===== config.mk =====
export PLATFORM = sky130hd
export DESIGN_NAME = instr_fetch_unit
export DESIGN_NICKNAME = d
export VERILOG_FILES = /design/src/rtl/instr_fetch_unit.sv
export SDC_FILE = /design/constraint.sdc
export NUM_CORES = 1
export LEC_CHECK = 0
export CAP_MARGIN = 20
export CORE_ASPECT_RATIO = 0.5
export CORE_MARGIN = 4
export CORE_UTILIZATION = 45
export DETAILED_ROUTE_END_ITERATION = 8
export PLACE_DENSITY = 0.83
export SYNTH_ARGS = -nofsm -noshare
export SYNTH_HDL_FRONTEND = slang
export SYNTH_SLANG_ARGS = --single-unit

===== constraint.sdc =====
create_clock -name CLK -period 5.1 [get_ports CLK]
set_clock_uncertainty 0.1 [all_clocks]
set_input_delay 1.02 -clock CLK [delete_from_list [all_inputs] [get_ports CLK]]
set_output_delay 1.02 -clock CLK [all_outputs]
set_load 0.05 [all_outputs]

===== src/rtl/instr_fetch_unit.sv =====
// instr_fetch_unit: fetch stage between the CPU PC and a byte-wide,
// variable-latency instruction memory. Four byte reads per word are
// assembled little-endian into a one-word line buffer; BUSYWAIT stalls
// the CPU while a fetch is outstanding.
// Optional feature macro: IFETCH_PREFETCH_EN (adds a next-line prefetch entry).
module instr_fetch_unit #(
  parameter int ADDR_W = 10
) (
  input  logic              CLK,
  input  logic              RESET,
  input  logic [31:0]       PC,
  output logic [31:0]       INSTRUCTION,
  output logic              BUSYWAIT,
  output logic              FAULT,
  output logic [ADDR_W-1:0] MEM_ADDR,
  output logic              MEM_READ,
  input  logic [7:0]        MEM_RDATA,
  input  logic              MEM_VALID
);
  localparam int TW = ADDR_W - 2;

`ifdef IFETCH_PREFETCH_EN
  typedef enum logic [1:0] {IDLE, FETCH, FILL, PREFETCH} state_t;
`else
  typedef enum logic [1:0] {IDLE, FETCH, FILL} state_t;
`endif

  state_t          state, state_nxt;
  logic [31:0]     buf_data, asm_data;
  logic [TW-1:0]   buf_tag, fetch_tag, pc_tag;
  logic            buf_valid;
  logic [1:0]      k;
  logic            pc_fault, dhit, hit;

  assign pc_tag   = PC[ADDR_W-1:2];
  assign pc_fault = (PC[1:0] != 2'b00) || (PC[31:ADDR_W] != '0);
  assign dhit     = buf_valid && (buf_tag == pc_tag);

`ifdef IFETCH_PREFETCH_EN
  logic [31:0]     pf_data;
  logic [TW-1:0]   pf_tag;
  logic            pf_valid, phit;
  // Prefetch entry only counts when the demand entry misses, so a pf hit
  // always means "copy into the demand entry".
  assign phit = pf_valid && (pf_tag == pc_tag) && !dhit;
  assign hit  = dhit || phit;
`else
  assign hit  = dhit;
`endif

  // Next state and all combinational outputs
  always_comb begin
    state_nxt   = state;
    MEM_READ    = 1'b0;
    MEM_ADDR    = '0;
    INSTRUCTION = '0;
    BUSYWAIT    = 1'b1;
    FAULT       = pc_fault;
    unique case (state)
      IDLE: begin
        BUSYWAIT = !hit && !pc_fault;
        if (!pc_fault && dhit) INSTRUCTION = buf_data;
`ifdef IFETCH_PREFETCH_EN
        if (!pc_fault && phit) INSTRUCTION = pf_data;
`endif
        if (!pc_fault && !hit) state_nxt = FETCH;
      end
      FETCH: begin
        MEM_READ = 1'b1;
        MEM_ADDR = {fetch_tag, k};
        if (MEM_VALID && k == 2'd3) state_nxt = FILL;
      end
      FILL: begin
`ifdef IFETCH_PREFETCH_EN
        // fetch_tag == all-ones means the next line is out of range
        state_nxt = (fetch_tag != '1) ? PREFETCH : IDLE;
`else
        state_nxt = IDLE;
`endif
      end
`ifdef IFETCH_PREFETCH_EN
      PREFETCH: begin
        MEM_READ = 1'b1;
        MEM_ADDR = {fetch_tag, k};
        BUSYWAIT = !dhit && !pc_fault;
        if (!pc_fault && dhit) INSTRUCTION = buf_data;
        // A demand miss waits for the byte in flight, then drops the prefetch
        if (MEM_VALID) begin
          if (!pc_fault && !dhit) state_nxt = FETCH;
          else if (k == 2'd3)     state_nxt = IDLE;
        end
      end
`endif
      default: state_nxt = IDLE;
    endcase
  end

  // State, byte assembly and line buffer update
  always_ff @(posedge CLK) begin
    if (!RESET) begin
      state     <= IDLE;
      k         <= 2'd0;
      buf_valid <= 1'b0;
      buf_data  <= '0;
      buf_tag   <= '0;
      fetch_tag <= '0;
      asm_data  <= '0;
`ifdef IFETCH_PREFETCH_EN
      pf_valid  <= 1'b0;
      pf_data   <= '0;
      pf_tag    <= '0;
`endif
    end else begin
      state <= state_nxt;
      unique case (state)
        IDLE: begin
          if (!pc_fault && !hit) begin
            fetch_tag <= pc_tag;
            k         <= 2'd0;
          end
`ifdef IFETCH_PREFETCH_EN
          else if (!pc_fault && phit) begin
            buf_data  <= pf_data;
            buf_tag   <= pf_tag;
            buf_valid <= 1'b1;
          end
`endif
        end
        FETCH: begin
          if (MEM_VALID) begin
            asm_data[{k, 3'b000} +: 8] <= MEM_RDATA;
            k <= k + 2'd1;
          end
        end
        FILL: begin
          buf_data  <= asm_data;
          buf_tag   <= fetch_tag;
          buf_valid <= 1'b1;
          k         <= 2'd0;
`ifdef IFETCH_PREFETCH_EN
          // prefetch target is the next line; old prefetch entry is stale
          fetch_tag <= fetch_tag + 1'b1;
          pf_valid  <= 1'b0;
`endif
        end
`ifdef IFETCH_PREFETCH_EN
        PREFETCH: begin
          if (MEM_VALID) begin
            if (state_nxt == FETCH) begin
              fetch_tag <= pc_tag;
              k         <= 2'd0;
              pf_valid  <= 1'b0;
            end else begin
              asm_data[{k, 3'b000} +: 8] <= MEM_RDATA;
              k <= k + 2'd1;
              if (k == 2'd3) begin
                pf_data  <= {MEM_RDATA, asm_data[23:0]};
                pf_tag   <= fetch_tag;
                pf_valid <= 1'b1;
              end
            end
          end
        end
`endif
        default: ;
      endcase
    end
  end

endmodule


* Word-level counts from Yosys, hierarchy flattened
Cells that the tools add are included.
** Word-level totals
- Bits in writable memories :: 0
- Bits in latches :: 0
- Logic and storage cells :: 45
- Register bits after elaboration :: 85
- Bits in read-only memories :: 0
- Memories kept :: 0
** Operators by class
- Bitwise operators :: 0
- Multipliers :: 0
- Mux-type cells :: 12
- Divide/modulo/power cells :: 0
- Equal/unequal tests :: 7
- Shift-type cells :: 2
- Add/sub/neg operators :: 2
- Magnitude comparators :: 0
- Reduce and logical (&&, ||, !) cells :: 15
** Operator list (count)
- $mux W32 :: 2
- $bwmux W32 :: 1
- $shift A8 B7 Y32 const A :: 1
- $shiftx A8 B7 Y32 :: 1
- $reduce_bool A22 Y1 :: 1
- $mux W10 :: 1
- $eq A8 B8 Y1 :: 1
- $mux W2 :: 4
- $neg A5 Y7 :: 1
- $ne A2 B2 Y1 const B :: 3
- $pmux W2 S3 :: 1
- $reduce_and A2 Y1 :: 3
- $eq A2 B2 Y1 const B :: 2
- $logic_and A1 B1 Y1 :: 4
- $pmux W2 S2 :: 1
- $reduce_and A3 Y1 :: 1
- $reduce_bool A3 Y1 :: 1
- $add A2 B1 Y2 const B :: 1
- $eq A2 B1 Y1 const B :: 1
- $logic_not A1 Y1 :: 2
- $logic_not A2 Y1 :: 1
- $mux W1 :: 2
- $reduce_bool A2 Y1 :: 1
- $logic_or A1 B1 Y1 :: 1

* Longest topological paths before layout
Gate-level depths: netlist (run 1).
- Word-level depth :: 6
- Gate-level depth with buffers :: 7

* Worst setup path after synthesis (run 1)
No wires, ideal clock.
- Path type :: input to output
- From :: input PC[27]
- To :: output INSTRUCTION[6]
- Buffers on the path :: 1
- Slack :: 1198 ps
- Data arrival time :: 2782 ps
- Cell stages on the path :: 6
- Path through :: nor4_1 > and4_1 > nand3_2 > nor4b_4 > clkbuf_2 > and2_1
** Between the ends
- Word-level cells in the longest chain between the ends :: 6
** Ends and longest elaborated chain
- from (decl) :: RTL line 11 : input logic [31:0] PC,
- $reduce_bool A22 Y1 :: RTL line 36 : assign pc_fault = (PC[1:0] != 2'b00) || (PC[31:ADDR_W] != '0);
- $logic_or A1 B1 Y1 :: RTL line 36
- net FAULT :: RTL line 14 : output logic FAULT,
- $logic_not A1 Y1 :: RTL line 62 : if (!pc_fault && dhit) INSTRUCTION = buf_data;
- $logic_and A1 B1 Y1 :: RTL line 62
- $mux W32 :: RTL line 62
- $mux W32 :: RTL line 59 : unique case (state)
- to (decl) :: RTL line 12 : output logic [31:0] INSTRUCTION,
The timed path passes the listed nets, and every way through them passes these cells.

* Worst setup path in the final report (run 1)
- From :: input PC[5]
- To :: output BUSYWAIT
** Between the ends
- Word-level cells in the longest chain between the ends :: 5
** Ends and longest elaborated chain
- $eq A8 B8 Y1 :: RTL line 37 : assign dhit = buf_valid && (buf_tag == pc_tag);
- $logic_and A1 B1 Y1 :: RTL line 37
- $logic_not A1 Y1 :: RTL line 61 : BUSYWAIT = !hit && !pc_fault;
- $logic_and A1 B1 Y1 :: RTL line 61
- $mux W1 :: RTL line 59
- to (decl) :: RTL line 13 : output logic BUSYWAIT,
Every way passes these cells.

==> summary.txt, run 1 <==
Power
  – Pwr per Cell Area: around 260 nW/um2
  – Clock share of power: 46.0%
  – Net Sw Power: 0.286 mW
  – Int Pwr: 1.05 mW
  – P_leak: 1.78 nW
  – Comb power frac: 4.4%
  – Sequential power share: 49.6%
  – Maximum VDD drop: a little under 0.2 mV
  – Switch share: 21.4%

Logic synthesis
  – Post-synthesis simple-gate area fraction: between 30% and 40%
  – Sequential share of the synthesized area: 46.3%
  – Synth warnings: 0
  – Cells after Synth: 457
  – Synth Area in Compound Gates: 12.1%
  – Cell area after synthesis: around 3700 um2
  – Post-Synth XOR/XNOR Area: under 10%
  – Post-synthesis register bit count: 85
  – Synth Area in Adders: under 10%
  – Mean Syn Cell Area: about 8.0 um2
  – Largest family of logic cells by synthesized area: simple AND/OR/NAND/NOR gates
  – Mux contribution to synthesized area: between 2 and 2.5%
  – Synthesized Nets: approximately 510
  – Library cells used by synthesis: 34

Drt
  – Remaining routing DRC violations: 0
  – Drt pass-1 iters: 5
  – Routed Antenna Nets: 0
  – Routed wire length: just over 9000 um
  – DRT iter0 DRCs: ~250
  – Wire per inst: between 10 and 15 um
  – Vias per cell: about 5.2
  – Via count: ~3.3k

Floorplan
  – Initial core utilization: roughly 48%
  – IO Pins: 88
  – Rows: 22
  – Die area: about 9800 um2
  – Die width: approximately 140 um
  – Core area: about 7600 um2
  – Die height: 71.9 um

Global routing
  – Initial antenna violation count: 0
  – First-pass GRT wire length: 15300 um
  – Grt total ovfl: 0
  – GR Util All Layers: about a fifth
  – Largest net degree at the start of global routing: 44
  – Vias in the first global route: 3141

Place
  – Placed Instances: between 600 and 700
  – Port bufs: 87
  – DP HPWL: 6310 um
  – Dpl ws: roughly 600 ps
  – Placer congestion estimate: 0.819

Timing
  – Endpoints failing hold: 0
  – Post-layout min period: roughly 4500 ps
  – Worst hold slack: about 350 ps
  – Final setup vio count: 0
  – Slew Limit Fails: 0
  – Worst Tran Pin Value: 970 ps
  – RSZ-0062 raised after global routing: false
  – Final period utilization: about nine tenths
  – Setup TNS: 0 ps
  – F_max: between 200 and 250 MHz
  – Worst Slack Setup Final: slightly below 600 ps
  – Max_slew headroom: a little over a third

Run
  – Max-Cap Viols: 0

Layout
  – Layout Cells excl Fill: 642
  – N_diodes: 0
  – Final Util: 68.2%
  – Share of layout cells above drive strength 1: 16.9%
  – Net count, final: 577
  – Most frequent cells in the layout: 126 x nand2_1, 85 x dfxtp_1, 66 x a21oi_1, 55 x clkdlybuf4s50_1, 32 x buf_12
  – Commonest non-fill, non-tap cell in the layout: nand2_1
  – Synth-to-Final Area Change: 41.6%

Clock tree
  – Reg clk slew, reported paths: 60 ps
  – H-tree levels: 3
  – Clk sinks: 85
  – CTS resizes: 0
  – CTS tree: built
  – Hold_buf cts: 0
  – Total CTS buffers: 9
  – Max Root-Sink Buffers: 2
  – Root buf cell: clkbuf_16
  – Postcts setup bufs: 0
  – Clk_lat worst skew: between 300 and 400 ps

Critical path
  – CP Data Arrival Time: about 3400 ps
  – Worst Setup End Kind: output port
  – CP startpoint kind: input pin
  – Kind of critical path: in -> out
  – Crit Path Max Fanout: 3
  – FF-to-FF setup slack: about 2400 ps
  – Crit path required time: roughly 4000 ps

Min path
  – Hold WC Path Type: reg -> reg

Run status
  – Status: completed
-- Yosys cell counts --
| cell | n | area (um2) |
|---|---|---|
| nand2_1 | 126 | 473 |
| dfxtp_1 | 85 | 1700 |
| a21oi_1 | 66 | 330 |
| and2_2 | 28 | 210 |
| nand3_1 | 28 | 140 |
| clkbuf_1 | 23 | 86.3 |
| and2_1 | 14 | 87.6 |
| nor2_1 | 13 | 48.8 |
| a22oi_1 | 10 | 75.1 |
| mux2i_1 | 8 | 80.1 |
| xnor2_1 | 8 | 70.1 |
| nor4_1 | 7 | 43.8 |
| ha_1 | 5 | 62.6 |
| and3_1 | 3 | 18.8 |
| buf_4 | 3 | 22.5 |
| clkbuf_2 | 3 | 15.0 |
| inv_1 | 3 | 11.3 |
| a211oi_1 | 2 | 15.0 |
| buf_1 | 2 | 7.51 |
| nand2b_1 | 2 | 12.5 |
| nand3_2 | 2 | 20.0 |
| nor2b_1 | 2 | 12.5 |
| nor3b_1 | 2 | 15.0 |
| o21ai_0 | 2 | 10.0 |
| a21boi_0 | 1 | 7.51 |
| and4_1 | 1 | 8.76 |
| buf_2 | 1 | 5.00 |
| nand4_1 | 1 | 6.26 |
| nor3_1 | 1 | 5.00 |
| nor3b_2 | 1 | 12.5 |
| nor4_4 | 1 | 21.3 |
| nor4b_4 | 1 | 23.8 |
| o21a_1 | 1 | 7.51 |
| or3_1 | 1 | 6.26 |
-- cells by family after synthesis --
| logic type | count (synthesis) |
|---|---|
| AOI/OAI and AO/OA | 82 |
| xor gates and xnor gates | 8 |
| adders and majority gates | 5 |
| buffers and inverters | 35 |
| DFF | 85 |
| muxes | 8 |
| and+or+nand+nor | 234 |
-- per-stage QoR --
| step | power [mW] | instance area [um2] |
|---|---|---|
| floorplan | 0.695 | 3670 |
| global placement | 0.736 | 4920 |
| detailed placement | 0.737 | 4920 |
| CTS | 1.34 | 5200 |
| global route | 1.38 | 5200 |
| finish | 1.34 | 5200 |
-- worst max-delay path, cell delays in order --
cell	delay, ps
clkdlybuf4s50_1	430
xnor2_1	190
nand4_1	150
nor3_1	410
nor2_1	130
or3_1	330
clkdlybuf4s50_1	720
-- final timing paths --
| path | to | cells past startpoint | startpoint |
|---|---|---|---|
| setup / recovery | BUSYWAIT | 7 | PC[5] |
| hold / removal | buf_data[10] | 2 | buf_data[10] |
| setup reg to reg | asm_data[16] | 5 | k[0] |
| hold reg to reg | buf_data[10] | 2 | buf_data[10] |
-- state kept, by name (all words and copies together), names as in the netlist --
signal     flops
state          2
fetch_tag      8
asm_data      32
buf_data      32
buf_valid      1
buf_tag        8
k              2
-- power groups by stage --
stage,clock [mW],combinational (mW),sequential [mW]
after global placement,0,0.0574,0.679
after detailed placement,0,0.0584,0.679
after global routing,0.653,0.0631,0.663
after floorplan,0,0.0167,0.679
after CTS,0.622,0.0587,0.664
final,0.616,0.0589,0.664
-- cell type report --
class	instances	area, um2
clock buffer	11	253
clock inverter	5	32.5
fill	600	2420
inverter	3	11.3
multi-input combinational	337	1830
sequential	85	1700
tap	108	135
timing repair buffer	93	1240
-- layer usage --
metal  vias up  GRT usage, %  part of all wire (%)
met4         0          7.04                   1.5
met5         -             0                     0
met1      1551          24.0                    42
met2       110          33.8                    49
met3        14          6.16                   7.1
li1       1659             -                     -
Power figures use the tool's default switching activity.
==> run 2, diff against run 1 <==
--- a/config.mk
+++ b/config.mk
@@ -6,11 +6,14 @@
 export NUM_CORES = 1
 export LEC_CHECK = 0
 export CAP_MARGIN = 20
+export CELL_PAD_IN_SITES_DETAIL_PLACEMENT = 1
+export CELL_PAD_IN_SITES_GLOBAL_PLACEMENT = 2
 export CORE_ASPECT_RATIO = 0.5
 export CORE_MARGIN = 4
-export CORE_UTILIZATION = 45
+export CORE_UTILIZATION = 30
 export DETAILED_ROUTE_END_ITERATION = 8
-export PLACE_DENSITY = 0.83
+export PLACE_DENSITY = 0.93
+export SLEW_MARGIN = 20
 export SYNTH_ARGS = -nofsm -noshare
 export SYNTH_HDL_FRONTEND = slang
 export SYNTH_SLANG_ARGS = --single-unit
==> run 2 against run 1 <==
  * Clock power increased by 3%
  * Maximum frequency decreased by 0.18%
  * Sequential power about the same
  * Sequential share of layout area decreased by 0.50 points
  * Largest power group unchanged
  * Sequential cell count unchanged
  * Worst hold slack improved by 0.74 ps
==> summary.txt, run 2 (same netlist as run 1, synthesis figures left out) <==
Drt
  – DRT iter0 DRCs: 146 (-43%)
  – Wire per inst: 14.8 um (+2.5%)
  – Drt pass-1 iters: 4 (-1)
  – Remaining routing DRC violations: 0 (unchanged)
  – Routed Antenna Nets: 0 (unchanged)
  – Routed wire length: 10300 um (+12%)
  – Via count: 3273 (-1.8%)
  – Vias per cell: 4.68 (-9.8%)

Place
  – Placer congestion estimate: 0.778 (-5.1%)
  – Port bufs: 87 (unchanged)
  – Placed Instances: 683 (+9.1%)
  – DP HPWL: 7430 um (+18%)

Floorplan
  – Die height: 86.2 um (+20%)
  – IO Pins: 88 (unchanged)
  – Die area: 14200 um2 (+45%)
  – Initial core utilization: 30.9% (-17 points)
  – Core area: 11900 um2 (+56%)
  – Die width: 164 um (+21%)
  – Rows: 28 (+27%)

Layout
  – Net count, final: 577 (unchanged)
  – Most frequent cells in the layout: 126 x nand2_1, 85 x dfxtp_1, 66 x a21oi_1, 55 x clkdlybuf4s50_1, 32 x buf_12
  – Layout Cells excl Fill: 699 (+8.9%)
  – # fillers: 1389 (+130%)
  – Synth-to-Final Area Change: 43.8%
  – Commonest non-fill, non-tap cell in the layout: nand2_1
  – N_diodes: 0 (unchanged)
  – Area of the multi-input gates: 1830 um2 (unchanged)
  – Share of layout cells above drive strength 1: 16.9% (unchanged)
  – FF+latch area: 1700 um2 (unchanged)
  – Biggest regs: asm_data: 32 flops, buf_data: 32 flops

Timing
  – F_max: 221 MHz (-0.18%)
  – Max_slew headroom: 35.1% (-0.13 points)
  – Setup TNS: 0 ps (unchanged)
  – Final period utilization: 88.6% (+0.16 points)
  – Final setup vio count: 0 (unchanged)
  – Slew Limit Fails: 0 (unchanged)
  – Post-layout min period: 4520 ps (+8.34 ps)
  – Endpoints failing hold: 0 (unchanged)
  – Worst Tran Pin Value: 972 ps (+1.89 ps)
  – RSZ-0062 raised after global routing: false
  – Worst hold slack: 349 ps (+0.736 ps)

Power
  – Pwr per Cell Area: 257 nW/um2 (-0.17%)
  – Net Sw Power: 0.300 mW (+4.9%)
  – Clock share of power: 46.7% (+0.7 points)
  – Comb power frac: 4.5% (about the same)
  – Sequential power share: 48.9% (-0.7 points)
  – Int Pwr: 1.06 mW (+0.42%)
  – Switch share: 22.1% (+0.73 points)
  – Maximum VDD drop: 0.170 mV (-13%)
  – P_leak: 1.77 nW (-0.39%)
  – Tot Pwr: 1.36 mW (+1.4%)

Clock tree
  – Total CTS buffers: 9 (unchanged)
  – Clk_lat worst skew: 340 ps (about the same)
  – CTS tree: built
  – CTS resizes: 0 (unchanged)
  – Hold_buf cts: 0 (unchanged)
  – H-tree levels: 3 (unchanged)
  – Root buf cell: clkbuf_16
  – Postcts setup bufs: 0 (unchanged)
  – Reg clk slew, reported paths: 60 ps (about the same)
  – Clk sinks: 85 (unchanged)
  – Max Root-Sink Buffers: 2 (unchanged)

Global routing
  – Vias in the first global route: 3399 (+8.2%)
  – Largest net degree at the start of global routing: 45 (+2.3%)
  – Grt total ovfl: 0 (unchanged)
  – GR Util All Layers: 15.1% (-4.7 points)
  – Initial antenna violation count: 0 (unchanged)
  – First-pass GRT wire length: 17100 um (+12%)

Critical path
  – CP startpoint kind: input pin
  – Kind of critical path: in -> out
  – Crit path required time: 3980 ps (about the same)
  – Crit Path Max Fanout: 3 (unchanged)
  – Worst Setup End Kind: output port
  – CP Data Arrival Time: 3400 ps (about the same)

Run status
  – Status: completed

Min path
  – Hold WC Path Type: reg -> reg

Run
  – Max-Cap Viols: 0 (unchanged)
-- run 2: cell count changes in the layout (fill, tap and decap cells not counted), sizes merged --
| cell | previous run | this run |
|---|---|---|
| inv | 4 | 5 |
| clkinvlp | 0 | 2 |
| clkinv | 4 | 1 |
-- run 2: worst paths after layout --
kind | depth (start not counted) | from | end | slack (ps)
setup reg to reg | 6 | state[0] | asm_data[25] | 2460
setup / recovery | 7 | PC[5] | BUSYWAIT | 580
hold reg to reg | 2 | buf_data[7] | buf_data[7] | 350
hold / removal | 2 | buf_data[7] | buf_data[7] | 350
-- run 2: final cells by class --
type,instances,area share [%]
Inverter,3,0.213
Timing Repair Buffer,93,23.4
Multi-Input combinational cell,337,34.7
Clock buffer,11,4.78
Clock inverter,5,0.782
Tap cell,165,3.91
Sequential cell,85,32.2
-- run 2: power by group through the flow --
stage | clock network (mW) | registers [mW] | logic, mW
2_1_floorplan | 0 | 0.679 | 0.0167
3_3_place_gp | 0 | 0.679 | 0.0600
3_5_place_dp | 0 | 0.679 | 0.0608
4_1_cts | 0.649 | 0.663 | 0.0610
5_1_grt | 0.684 | 0.663 | 0.0652
6_report | 0.633 | 0.664 | 0.0604
-- run 2: metrics by stage --
step / area (um2) / setup WS, ps / util [%]
final: 5280 / 580 / 44.5
after floorplan: 3670 / 1200 / -
after CTS: 5280 / 529 / 44.5
after global routing: 5280 / 454 / 44.5
after detailed placement: 4990 / 556 / 42.0
after global placement: 4990 / 625 / 42.0
-- run 2: routing by layer --
layer | wire (um) | global-route usage (%) | vias to the layer above
met5 | 0 | 0 | -
met4 | 74 | 3.40 | 0
met3 | 410 | 4.13 | 7
met2 | 5090 | 26.1 | 46
met1 | 4750 | 19.0 | 1565
li1 | - | - | 1655
-- run 2: critical path, cell delays in order --
cell             delay, ps
clkdlybuf4s50_1        490
xnor2_1                130
nand4_1                130
nor3_1                 440
nor2_1                 140
or3_1                  330
clkdlybuf4s50_1        710
